===== config.mk =====
export PLATFORM = sky130hd
export DESIGN_NAME = gc_host_poller
export DESIGN_NICKNAME = d
export VERILOG_FILES = /design/src/rtl/gc_host_poller.sv
export SDC_FILE = /design/constraint.sdc
export NUM_CORES = 1
export LEC_CHECK = 0
export ABC_AREA = 1
export CAP_MARGIN = 20
export CORE_ASPECT_RATIO = 1.4
export CORE_MARGIN = 1
export CORE_UTILIZATION = 52
export DETAILED_ROUTE_END_ITERATION = 8
export HOLD_SLACK_MARGIN = 0.06
export PLACE_DENSITY = 0.8
export SLEW_MARGIN = 20
export SYNTH_ARGS = -nofsm -noshare
export SYNTH_HDL_FRONTEND = slang
export SYNTH_SLANG_ARGS = --single-unit

===== constraint.sdc =====
create_clock -name clk -period 6.3 [get_ports clk]
set_input_delay 1.26 -clock clk [delete_from_list [all_inputs] [get_ports clk]]
set_output_delay 1.26 -clock clk [all_outputs]
set_load 0.05 [all_outputs]

===== src/rtl/gc_host_poller.sv =====
// GameCube controller host: sends a 1..3 byte command on the open-drain data line, then collects the reply.
// Optional build macro GC_HOST_GLITCH_FILTER_EN adds a 3-sample majority filter after the synchronizer.
module gc_host_poller #(
    parameter int US_CYCLES  = 40,
    parameter int TIMEOUT_US = 200
) (
    input  logic        clk,
    input  logic        reset,
    input  logic        cmd_start,
    input  logic [23:0] cmd_data,
    input  logic [1:0]  cmd_len,
    input  logic [6:0]  rsp_len,
    input  logic        bus_in,
    output logic        bus_oe,
    output logic        busy,
    output logic [79:0] rsp_data,
    output logic [6:0]  rsp_bits,
    output logic        rsp_valid,
    output logic        timeout
);
    localparam int TW = $clog2(TIMEOUT_US * US_CYCLES + 4 * US_CYCLES + 1);
    localparam logic [TW-1:0] T_1US    = TW'(US_CYCLES);
    localparam logic [TW-1:0] T_3US    = TW'(3 * US_CYCLES);
    localparam logic [TW-1:0] T_5US    = TW'(5 * US_CYCLES);
    localparam logic [TW-1:0] T_1US_M1 = TW'(US_CYCLES - 1);
    localparam logic [TW-1:0] T_2US_M1 = TW'(2 * US_CYCLES - 1);
    localparam logic [TW-1:0] T_4US_M1 = TW'(4 * US_CYCLES - 1);
    localparam logic [TW-1:0] T_TO_M1  = TW'(TIMEOUT_US * US_CYCLES - 1);

    typedef enum logic [2:0] {IDLE, TX_BIT, TX_STOP, RX_WAIT, RX_BIT, DONE} state_t;

    state_t        state, state_nx;
    logic [1:0]    sync;
    logic          bus_f, bus_d, fall;
    logic [TW-1:0] tmr;
    logic [23:0]   tx_sr;
    logic [4:0]    bit_cnt, bit_last;
    logic [6:0]    len_q;
    logic          stop_q, smp_done;
    logic          accept, bit_end, smp_now, stuck;

    always_ff @(posedge clk or posedge reset) begin
        if (reset) sync <= 2'b11;
        else       sync <= {sync[0], bus_in};
    end

`ifdef GC_HOST_GLITCH_FILTER_EN
    logic [2:0] flt;

    always_ff @(posedge clk or posedge reset) begin
        if (reset) flt <= 3'b111;
        else       flt <= {flt[1:0], sync[1]};
    end

    assign bus_f = (flt[0] & flt[1]) | (flt[0] & flt[2]) | (flt[1] & flt[2]);
`else
    assign bus_f = sync[1];
`endif

    always_ff @(posedge clk or posedge reset) begin
        if (reset) bus_d <= 1'b1;
        else       bus_d <= bus_f;
    end

    assign fall    = bus_d & ~bus_f;
    assign accept  = (state == IDLE) && cmd_start;
    assign bit_end = (state == TX_BIT) && (tmr == T_4US_M1);
    assign smp_now = (state == RX_BIT) && !stop_q && !smp_done && (tmr == T_2US_M1);
    // Any low phase longer than 5 us is a stuck line, data or stop bit alike.
    assign stuck   = (state == RX_BIT) && !bus_f && (tmr >= T_5US);

    always_ff @(posedge clk or posedge reset) begin
        if (reset) state <= IDLE;
        else       state <= state_nx;
    end

    always_comb begin
        state_nx = state;
        case (state)
            IDLE:    if (cmd_start) state_nx = TX_BIT;
            TX_BIT:  if (bit_end && (bit_cnt == bit_last)) state_nx = TX_STOP;
            TX_STOP: if (tmr == T_1US_M1) state_nx = (len_q == 7'd0) ? DONE : RX_WAIT;
            RX_WAIT: begin
                if (fall)                  state_nx = RX_BIT;
                else if (tmr == T_TO_M1)   state_nx = IDLE;
            end
            RX_BIT: begin
                if (stuck)                 state_nx = IDLE;
                else if (bus_f && stop_q)  state_nx = DONE;
                else if (bus_f && smp_done) state_nx = RX_WAIT;
            end
            DONE:    state_nx = IDLE;
            default: state_nx = IDLE;
        endcase
    end

    always_comb begin
        bus_oe    = 1'b0;
        rsp_valid = 1'b0;
        timeout   = 1'b0;
        case (state)
            TX_BIT:  bus_oe = tx_sr[23] ? (tmr < T_1US) : (tmr < T_3US);
            TX_STOP: bus_oe = 1'b1;
            RX_WAIT: timeout = !fall && (tmr == T_TO_M1);
            RX_BIT:  timeout = stuck;
            DONE:    rsp_valid = 1'b1;
            default: ;
        endcase
        busy = (state != IDLE) && (state != DONE) && !timeout;
    end

    always_ff @(posedge clk or posedge reset) begin
        if (reset) begin
            tmr      <= '0;
            tx_sr    <= '0;
            bit_cnt  <= '0;
            bit_last <= '0;
            len_q    <= '0;
            stop_q   <= 1'b0;
            smp_done <= 1'b0;
            rsp_data <= '0;
            rsp_bits <= '0;
        end else begin
            // One timer serves bit timing, sample point and both watchdogs; it restarts on every state change.
            if ((state_nx != state) || bit_end) tmr <= '0;
            else if (state != IDLE)              tmr <= tmr + 1'b1;

            if (accept) begin
                tx_sr    <= cmd_data;
                bit_cnt  <= '0;
                bit_last <= (cmd_len == 2'd0) ? 5'd7 : {cmd_len - 2'd1, 3'b111};
                len_q    <= (rsp_len > 7'd80) ? 7'd80 : rsp_len;
                rsp_data <= '0;
                rsp_bits <= '0;
            end

            if (bit_end) begin
                tx_sr   <= {tx_sr[22:0], 1'b0};
                bit_cnt <= bit_cnt + 1'b1;
            end

            // The edge after the last expected data bit is the controller stop bit.
            if ((state == RX_WAIT) && fall) begin
                stop_q   <= (rsp_bits == len_q);
                smp_done <= 1'b0;
            end

            if (smp_now) begin
                rsp_data <= {rsp_data[78:0], bus_f};
                rsp_bits <= rsp_bits + 1'b1;
                smp_done <= 1'b1;
            end
        end
    end
endmodule

==> key figures <==
Worst setup path
  • Top Family by Delay on Critical Path: buffers and inverters
  • CP Cell Sequence: nor2_1 > nand3_1 > inv_2 > nand2_1 > nand2_1 > o31ai_1 > nor3_1 > clkdlybuf4s50_1
  • Crit path top cell by count: nand2_1
  • CP Capture Type: primary output
  • Largest stage delay, worst path: 0.84 ns
  • Bufs and invs on worst path: 2
  • Critical-path cell with the highest stage delay: clkdlybuf4s50_1
  • Critical Path Start Type: flop
  • Worst setup path class: reg -> out
  • WP data required: 5.04 ns
  • Critical path arrival: 2.64 ns
  • CP Max Fanout: 9

Global routing
  • Initial antenna violation count: 0
  • First-pass GRT wire length: 24100 um
  • Global Route Usage Sum: 0.241
  • Largest net degree at the start of global routing: 89
  • Number of global-route vias before repair: 5189
  • Grt total ovfl: 0

CTS
  • Post-CTS Setup Repair Bufs: 0
  • PostCTS Resize Cnt: 0
  • CTS buffer count: 17
  • Worst-skew pair later-pin latency: 0.41 ns
  • Clk pin slew, worst setup/hold paths: 0.06 ns
  • CTS tree: done
  • Clock root buffer: clkbuf_16
  • Clk sink count: 147
  • Hold buffer count at cts: 0
  • Max clock buf depth: 2
  • CTS H-tree depth: 4

Drt
  • DRC: 0
  • Routed wire length: 14700 um
  • DRT Pass-1 Iters: 4
  • Vias per std cell: 5.47
  • Wire per inst: 15.4 um
  • Total number of vias: 5231
  • First DRT Iteration DRCs: 240
  • Detail Route Antenna Nets: 0

Floorplan
  • Die Y: 134 um
  • Boundary Pins: 128
  • Die footprint: 12900 sq um
  • Core area: 12000 sq um
  • Die Span X: 96.3 um
  • Num rows: 47
  • Initial core utilization: 0.540

Logic synthesis
  • Mux cell area share after synthesis: 0
  • Synth area leader: dfrtp_1
  • Syn_nets: 717
  • Area contributors post-synth: dfrtp_1 (56%), inv_1 (8.5%), o22ai_1 (8.2%), nand2_1 (4.3%), xor2_1 (3.0%)
  • Syn Std Cell Area: 6470 sq um
  • Post-Synth Simple-Gate Area: 0.131
  • Synth cell types: 34
  • Synth top area share: 0.557
  • Primary FF master, synth: dfrtp_1
  • Most frequent cells after synthesis: inv_1 (146), dfrtp_1 (144), o22ai_1 (85), nand2_1 (74), nand3_1 (36)
  • Seq/Total Area, Yosys: 0.569
  • Synth Register Bits: 147
  • Largest family of logic cells by synthesized area: compound AO/OA/AOI/OAI gates
  • XOR/XNOR share of the synthesized area: 0.0338
  • Number of synthesized flops with an enable pin: 0
  • Mean Syn Cell Area: 9.58 sq um
  • Fraction of registers with async set/reset: 1.00
  • Yosys warns: 0
  • Count leader, synth: inv_1
  • Cell count after synthesis: 676
  • Adder-cell share of the synthesized area: 0.00773
  • Complex-gate fraction of the synthesized area: 0.142

Cells and area
  • Multi-input gate area: 2040 sq um
  • Ratio of cells with drive above 1 in the final layout: 0.0841
  • Register Area: 3680 sq um
  • Filler Cell Count: 903
  • Layout overhead on the synthesized area: 29.8%
  • Number of diodes: 0
  • Layout net count: 838

STA
  • Fin crit share: 0.619
  • Max Clock Freq: 0.256 GHz
  • Final Hold Viols: 0
  • Layout Skew: 0.00760 ns
  • Setup Viol. Count Final: 0
  • RSZ-0062 raised after global routing: no
  • Total negative slack: 0 ns
  • Actual slew at the worst max-slew pin: 0.870 ns
  • Fin Hold WS: 0.364 ns
  • Time the worst path needs with I/O delays and setup: 3.90 ns
  • Rel. slew slack: 0.416
  • Fin. max-slew vios: 0

Power and ir drop
  • Pwr/cell area: 245 nW/um^2
  • Peak supply drop: 0.191 mV
  • Leak Pwr: 0.00418 uW

Placed design
  • Port Buffer Count: 127
  • Hpwl dp: 9660 um
  • Final GP Congestion: 0.893

Min path
  • Hold crit path type: reg -> reg

Run
  • Max-Cap Viols: 0

Run status
  • Status: completed
[sequential cells by signal, indices dropped and copies added, names as in the netlist, 3 cells and up]
signal	count
rsp_data	80
tx_sr	24
tmr	13
len_q	7
rsp_bits	7
bit_cnt	5
bit_last	3
state	3
[final timing paths]
kind	slack [ns]	to	startpoint	cells after the start
min reg2reg	0.36	sync[1]$_DFF_PP1_	sync[0]$_DFF_PP1_	0
max in group asynchronous	3.67	rsp_data[31]$_DFFE_PP0P_	reset	3
min in group asynchronous	1.39	rsp_data[39]$_DFFE_PP0P_	reset	2
min	0.36	sync[1]$_DFF_PP1_	sync[0]$_DFF_PP1_	0
max	2.40	busy	tmr[9]$_DFFE_PP0P_	8
max reg2reg	3.71	bit_last[2]$_DFFE_PP0P_	state[1]$_DFF_PP0_	6
[cells by family (layout without fill, tap and decap cells)]
group                      after synthesis  in the layout
AOI/OAI and AO/OA                      140            140
xor gates and xnor gates                25             25
adders and majority gates                4              4
buffers and inverters                  179            312
DFF                                    147            147
and+or+nand+nor                        181            181
[layer usage]
| layer | global-route usage | part of all wire | wire length, um |
|---|---|---|---|
| met1 | 0.296 | 0.41 | 6060 |
| met2 | 0.400 | 0.50 | 7410 |
| met3 | 0.0590 | 0.057 | 843 |
| met4 | 0.100 | 0.025 | 369 |
| met5 | 0 | 0 | 0 |
[through the flow]
stage	cell area [sq um]	util	std cells	setup WS (ns)	total power (uW)
floorplan	6470	-	676	1.09	979
global placement	7780	0.648	925	2.92	1010
detailed placement	7780	0.648	925	2.84	1010
CTS	8400	0.701	956	2.39	2080
global route	8400	0.701	956	2.26	2120
finish	8400	0.701	956	2.40	2060
[where the power goes]
group          switching [uW]  internal (uW)  total, uW
clock network             403            668       1070
logic                    23.0           20.6       43.6
registers               0.794            946        947
total                     427           1630       2060
[area by class of cell]
type	count	share of cell area
Timing Repair Buffer	130	0.154
Sequential cell	147	0.438
Clock inverter	14	0.0241
Multi-Input combinational cell	350	0.243
Inverter	151	0.0680
Tap cell	147	0.0219
Clock buffer	17	0.0506
[cells in the final DEF (no fill, tap or decap), types with 6 or more instances in the layout]
| cell type | count |
|---|---|
| nor3_1 | 8 |
| o221ai_1 | 21 |
| xor2_1 | 22 |
| nand2_1 | 73 |
| a21oi_1 | 6 |
| o22ai_1 | 85 |
| nand3_1 | 35 |
| nand4_1 | 6 |
| clkdlybuf4s50_1 | 127 |
| nor2_1 | 29 |
| inv_1 | 145 |
| o21ai_0 | 20 |
| nor2_2 | 11 |
| clkbuf_16 | 17 |
| dfrtp_1 | 144 |
No activity file was read; power rests on OpenSTA's default activity.
